## src/rtl/opnd_seq_if.sv

```systemverilog
// Operand-sequencer handshake bundle: control requests in, memory strobes and status out.
// The slave modport is the sequencer side; the master modport is the controller/memory side.
interface opnd_seq_if;
    logic       start;
    logic [1:0] mode;
    logic       abort;
    logic       mem_ready;
    logic       mem_rd;
    logic [1:0] addr_sel;
    logic       pcinc;
    logic       arload;
    logic       drload;
    logic       busy;
    logic       done;
    logic       err;

    modport slave (
        input  start, mode, abort, mem_ready,
        output mem_rd, addr_sel, pcinc, arload, drload, busy, done, err
    );

    modport master (
        output start, mode, abort, mem_ready,
        input  mem_rd, addr_sel, pcinc, arload, drload, busy, done, err
    );
endinterface

```

## src/rtl/opnd_seq.sv

```systemverilog
// Operand fetch sequencer: walks immediate/direct/indirect fetches over a shared memory bus,
// with a per-access ready timeout, synchronous abort and asynchronous active-low reset.
module opnd_seq #(
    parameter int TMO = 15
) (
    input  logic        clk,
    input  logic        rst,
    opnd_seq_if.slave   bus
);
    typedef enum logic [2:0] {
        S_IDLE, S_IMM, S_ADR, S_IND, S_DAT, S_DONE, S_ERR
    } state_t;

    localparam logic [3:0] TMO_C = 4'(TMO);

    state_t     state_q, state_d;
    logic [3:0] cnt_q, cnt_d;
    logic [1:0] mode_q, mode_d;

    logic       mem_rd, pcinc, arload, drload, busy, done, err;
    logic [1:0] addr_sel;

    always_ff @(posedge clk or negedge rst) begin
        if (!rst) begin
            state_q <= S_IDLE;
            cnt_q   <= 4'd0;
            mode_q  <= 2'b00;
        end else begin
            state_q <= state_d;
            cnt_q   <= cnt_d;
            mode_q  <= mode_d;
        end
    end

    always_comb begin
        state_d  = state_q;
        cnt_d    = 4'd0;
        mode_d   = mode_q;
        mem_rd   = 1'b0;
        addr_sel = 2'b00;
        pcinc    = 1'b0;
        arload   = 1'b0;
        drload   = 1'b0;
        done     = 1'b0;
        err      = 1'b0;
        busy     = (state_q != S_IDLE);

        unique case (state_q)
            S_IDLE: begin
                if (bus.start) begin
                    mode_d = bus.mode;
                    unique case (bus.mode)
                        2'b00:   state_d = S_DONE;
                        2'b01:   state_d = S_IMM;
                        default: state_d = S_ADR;
                    endcase
                end
            end
            S_IMM, S_ADR: begin
                mem_rd   = 1'b1;
                addr_sel = 2'b01;
            end
            S_IND, S_DAT: begin
                mem_rd   = 1'b1;
                addr_sel = 2'b10;
            end
            S_DONE: begin
                done    = 1'b1;
                state_d = S_IDLE;
            end
            S_ERR: begin
                err     = 1'b1;
                state_d = S_IDLE;
            end
            default: state_d = S_IDLE;
        endcase

        // Priority: abort, then mem_ready, then timeout. Abort also swallows a pending done/err.
        if (state_q != S_IDLE && bus.abort) begin
            state_d = S_IDLE;
            done    = 1'b0;
            err     = 1'b0;
        end else if (mem_rd) begin
            if (bus.mem_ready) begin
                unique case (state_q)
                    S_IMM: begin
                        drload  = 1'b1;
                        pcinc   = 1'b1;
                        state_d = S_DONE;
                    end
                    S_ADR: begin
                        arload  = 1'b1;
                        pcinc   = 1'b1;
                        state_d = (mode_q == 2'b11) ? S_IND : S_DAT;
                    end
                    S_IND: begin
                        arload  = 1'b1;
                        state_d = S_DAT;
                    end
                    S_DAT: begin
                        drload  = 1'b1;
                        state_d = S_DONE;
                    end
                    default: state_d = S_IDLE;
                endcase
            end else if (cnt_q == TMO_C) begin
                state_d = S_ERR;
            end else begin
                cnt_d = cnt_q + 4'd1;
            end
        end
    end

    assign bus.mem_rd   = mem_rd;
    assign bus.addr_sel = addr_sel;
    assign bus.pcinc    = pcinc;
    assign bus.arload   = arload;
    assign bus.drload   = drload;
    assign bus.busy     = busy;
    assign bus.done     = done;
    assign bus.err      = err;
endmodule

```

## src/flat_wrapper.sv

```systemverilog
// flat-port wrapper written by rule: the top's interface ports become plain ports
module opnd_seq_flat 
#(
    parameter int TMO = 15
)
  (clk, rst, bus_start, bus_mode, bus_abort, bus_mem_ready, bus_mem_rd, bus_addr_sel, bus_pcinc, bus_arload, bus_drload, bus_busy, bus_done, bus_err);
  opnd_seq_if bus_i ();
  input  logic clk;
  input  logic rst;
  input wire logic [$bits(bus_i.start)-1:0] bus_start;
  input wire logic [$bits(bus_i.mode)-1:0] bus_mode;
  input wire logic [$bits(bus_i.abort)-1:0] bus_abort;
  input wire logic [$bits(bus_i.mem_ready)-1:0] bus_mem_ready;
  output wire logic [$bits(bus_i.mem_rd)-1:0] bus_mem_rd;
  output wire logic [$bits(bus_i.addr_sel)-1:0] bus_addr_sel;
  output wire logic [$bits(bus_i.pcinc)-1:0] bus_pcinc;
  output wire logic [$bits(bus_i.arload)-1:0] bus_arload;
  output wire logic [$bits(bus_i.drload)-1:0] bus_drload;
  output wire logic [$bits(bus_i.busy)-1:0] bus_busy;
  output wire logic [$bits(bus_i.done)-1:0] bus_done;
  output wire logic [$bits(bus_i.err)-1:0] bus_err;
  assign bus_i.start = bus_start;
  assign bus_i.mode = bus_mode;
  assign bus_i.abort = bus_abort;
  assign bus_i.mem_ready = bus_mem_ready;
  assign bus_mem_rd = bus_i.mem_rd;
  assign bus_addr_sel = bus_i.addr_sel;
  assign bus_pcinc = bus_i.pcinc;
  assign bus_arload = bus_i.arload;
  assign bus_drload = bus_i.drload;
  assign bus_busy = bus_i.busy;
  assign bus_done = bus_i.done;
  assign bus_err = bus_i.err;
  opnd_seq #(.TMO(TMO)) u_core (.clk(clk), .rst(rst), .bus(bus_i));
endmodule
```

## config.mk

```make
export PLATFORM = sky130hd
export DESIGN_NAME = opnd_seq_flat
export DESIGN_NICKNAME = d
export VERILOG_FILES = /design/src/rtl/opnd_seq_if.sv /design/src/rtl/opnd_seq.sv /design/src/flat_wrapper.sv
export SDC_FILE = /design/constraint.sdc
export NUM_CORES = 1
export LEC_CHECK = 0
export BUFFER_PORTS_ARGS = -buffer_cell sky130_fd_sc_hd__buf_2
export CORE_MARGIN = 8
export CORE_UTILIZATION = 30
export CTS_BUF_LIST = sky130_fd_sc_hd__clkbuf_4
export DETAILED_ROUTE_END_ITERATION = 8
export PLACE_DENSITY = 0.61
export SYNTH_ARGS = -nofsm -noshare
export SYNTH_HDL_FRONTEND = slang
export SYNTH_SLANG_ARGS = --single-unit
```

## constraint.sdc

```tcl
create_clock -name clk -period 1.36 [get_ports clk]
set_clock_uncertainty 0.1 [all_clocks]
set_input_delay 0.068 -clock clk [delete_from_list [all_inputs] [get_ports clk]]
set_output_delay 0.068 -clock clk [all_outputs]
set_load 0.05 [all_outputs]
```

==> impl_metrics.env <==
export IMPL_die_area_um2=3710
export IMPL_finalHoldViolations=0
export IMPL_die_w_um=60.9
export IMPL_fmax_ghz=0.634
export IMPL_reg2reg_to="u_core.state_q[2]"
export IMPL_setup_violations_final=14
export IMPL_worstSkewPairLatency_ns=0.27
export IMPL_max_slew_margin=0.804
export IMPL_slowest_stage="dfrtp_2"
export IMPL_path_clk_slew_ns=0.08
export IMPL_worst_slew_pin_slew_ns=0.294
export IMPL_die_h_um=60.9
export IMPL_wl_um=1950
export IMPL_drive_gt1_frac=0.651
export IMPL_final_cell_mix="buf_4 (17), buf_6 (13), nand2_1 (6), buf_2 (6), dfrtp_1 (6)"
export IMPL_dpl_cell_area_um2=911
export IMPL_cp_start_kind="register"
export IMPL_path_cells="buf_6 > xnor2_4 > nor4b_4 > buf_6"
export IMPL_p_per_area_nw_per_um2=2690
export IMPL_worstPathRequired_ns=1.19
export IMPL_start_util=0.314
export IMPL_post_drt_wl_per_cell_um=14.4
export IMPL_netlist_area_um2=604
export IMPL_syn_inst=70
export IMPL_cts_htree_levels=1
export IMPL_overflow=0
export IMPL_maxSlewViolCount=0
export IMPL_grt_usage=0.119
export IMPL_cts_sinks=9
export IMPL_final_nets=118
export IMPL_cts_buffer_depth=2
export IMPL_ff2ff_setup_slack_ns=-0.17
export IMPL_ant_nets=0
export IMPL_seq_area_um2=229
export IMPL_end_kind="output pin"
export IMPL_drt_first_pass_iters=4
export IMPL_routabilityCongestion=0.827
export IMPL_synth_yosys_seq_area_share=0.373
export IMPL_syn_to_final_growth_pct=90.5
export IMPL_finalInstanceArea_um2=1150
export IMPL_drt_initial_drc_count=15
export IMPL_ios=16
export IMPL_critPathMostFrequentCell="buf_6"
export IMPL_finalCritPeriodShare=1.16
export IMPL_synth_cell_types=32
export IMPL_final_common_cell="buf_4"
export IMPL_io_buffers=15
export IMPL_num_antenna_cells=0
export IMPL_min_delay_worst_endpoint="u_core.mode_q[1]"
export IMPL_dp_hpwl_um=1400
export IMPL_dr_wl_met3_um=45
export IMPL_rsz0062_at_grt="true"
export IMPL_ys_seq_elements=9
export IMPL_antenna_found_initial=0
export IMPL_via_count=663
export IMPL_rr_worst_depth=5
export IMPL_status="finished with violations"
export IMPL_wl_met2_um=1090
export IMPL_pre_cts_slack_ns=-0.106
export IMPL_multi_input_comb_area_um2=512
export IMPL_rows=16
export IMPL_fin_ws_ns=-0.217
export IMPL_grt_pass1_wl_um=3290
export IMPL_ir_worst_vdd_mv=1.73
export IMPL_worstHoldPathCells=3
export IMPL_reg2reg_from="u_core.state_q[0]"
export IMPL_core_um2=1920
export IMPL_ys_warn_count=0
export IMPL_min_from="bus_start"
export IMPL_startpoint="u_core.state_q[0]"
export IMPL_synthesis_area_per_instance_um2=8.63
export IMPL_cap_violations=0
export IMPL_cp_slowest_stage_delay_ns=0.45
export IMPL_critPathMaxFanout=4
export IMPL_hold_ws_ns=0.0553
export IMPL_cp_arrival_ns=1.41
export IMPL_hold_class="primary input to register"
export IMPL_cts_buffers=3
export IMPL_grt_pass1_vias=721
export IMPL_wirelength_met1_um=814
export IMPL_synth_fp_nets=78
export IMPL_layout_min_cycle_time_ns=1.58
export IMPL_leakage_nw=0.511
export IMPL_cts_tree="built"
export IMPL_routed_via_density=4.88
export IMPL_drc=0
export IMPL_path_class="register to output pin"
export IMPL_cts_root_buf="clkbuf_4"
export IMPL_nFillCells=165
export IMPL_power_total_mw=3.10
export IMPL_grt_start_max_net_pins=10
export IMPL_top_layer="met4"
export IMPL_violations="negative setup slack"
## synth_stat cells
master	instances	area, um^2
nand3_1	1	5.00
a21o_1	1	7.51
nor2_1	6	22.5
or2_1	1	6.26
nand2_1	11	41.3
dfrtp_1	9	225
inv_2	1	3.75
nor2_2	1	6.26
o22ai_1	1	6.26
nor3_4	1	16.3
a31oi_1	2	12.5
mux2_2	1	11.3
a311oi_1	1	8.76
o21bai_1	1	7.51
buf_6	1	11.3
o21ai_0	5	25.0
o21ai_2	1	8.76
a22o_2	1	10.0
a22oi_1	1	7.51
buf_4	2	15.0
or3_1	1	6.26
and3_1	1	6.26
ha_1	1	12.5
o31a_1	1	8.76
nand2b_1	1	6.26
nor3_1	3	15.0
nor3b_1	1	7.51
xnor2_1	4	35.0
a21oi_1	3	15.0
nor4b_1	3	26.3
clkbuf_1	1	3.75
inv_1	1	3.75
## metal layers
metal  vias to the layer above  track usage
li1                        332            -
met1                       318        0.124
met2                        11        0.223
met3                         2       0.0275
met4                         0       0.0465
met5                         -            0
## critical path: cells and delay by family, from the launching register on
| family | cells | cell delay [ns] |
|---|---|---|
| buffers and inverters | 2 | 0.34 |
| XOR/XNOR | 1 | 0.13 |
| AND/OR/NAND/NOR | 1 | 0.22 |
| flip-flops | 1 | 0.45 |
## final cells by class
cell class | count | area share
clock buffer | 3 | 0.0196
clock inverter | 1 | 0.00435
inverter | 2 | 0.00870
multi-input combinational | 55 | 0.445
sequential | 9 | 0.199
tap | 27 | 0.0293
timing repair buffer | 39 | 0.295
## where the power goes
part / internal (mW) / leakage (nW) / switching [mW] / total (mW)
registers: 0.361 / 0.113 / 0.125 / 0.486
clock network: 0.108 / 0.0177 / 0.103 / 0.212
logic: 1.10 / 0.380 / 1.30 / 2.40
total: 1.57 / 0.511 / 1.53 / 3.10
## through the flow
step                cells   util  setup TNS [ns]
floorplan              70      -           -1.09
global placement      124  0.474          -0.386
detailed placement    124  0.474          -0.493
CTS                   136  0.581           -1.74
global route          136  0.599           -2.66
finish                136  0.599           -1.82
## state kept, by name (all words and copies together) (netlist names)
register,count
u_core.cnt_q,4
u_core.state_q,3
u_core.mode_q,2
## timing repair
item / in CTS / in global routing
resized for setup: 32 / 11
pin swaps: 5 / 5
endpoints found under the setup margin: 15 / 16
buffers inserted: 6 / 0
hold buffers: 2 / 0
endpoints found under the hold margin: 11 / 0
## worst max path at each step
stage	to	slack [ns]	cells past startpoint
floorplan	bus_drload	-0.22	3
global placement	u_core.state_q[2]	-0.09	5
detailed placement	bus_drload	-0.11	4
CTS	bus_drload	-0.22	4
global route	bus_drload	-0.27	4
finish	bus_drload	-0.22	4
## logic make-up (layout without fill, tap and decap cells)
| group | count (synthesis) | count (layout) | share of synthesized area |
|---|---|---|---|
| AND/OR/NAND/NOR | 31 | 31 | 0.273 |
| flip-flops | 9 | 9 | 0.373 |
| AO/OA/AOI/OAI | 18 | 18 | 0.195 |
| XOR/XNOR | 4 | 4 | 0.0580 |
| buffers and inverters | 6 | 45 | 0.0621 |
| multiplexers | 1 | 1 | 0.0186 |
| adder cells (fa/ha/maj) | 1 | 1 | 0.0207 |
Note: power is estimated with default switching activity, not from simulation.
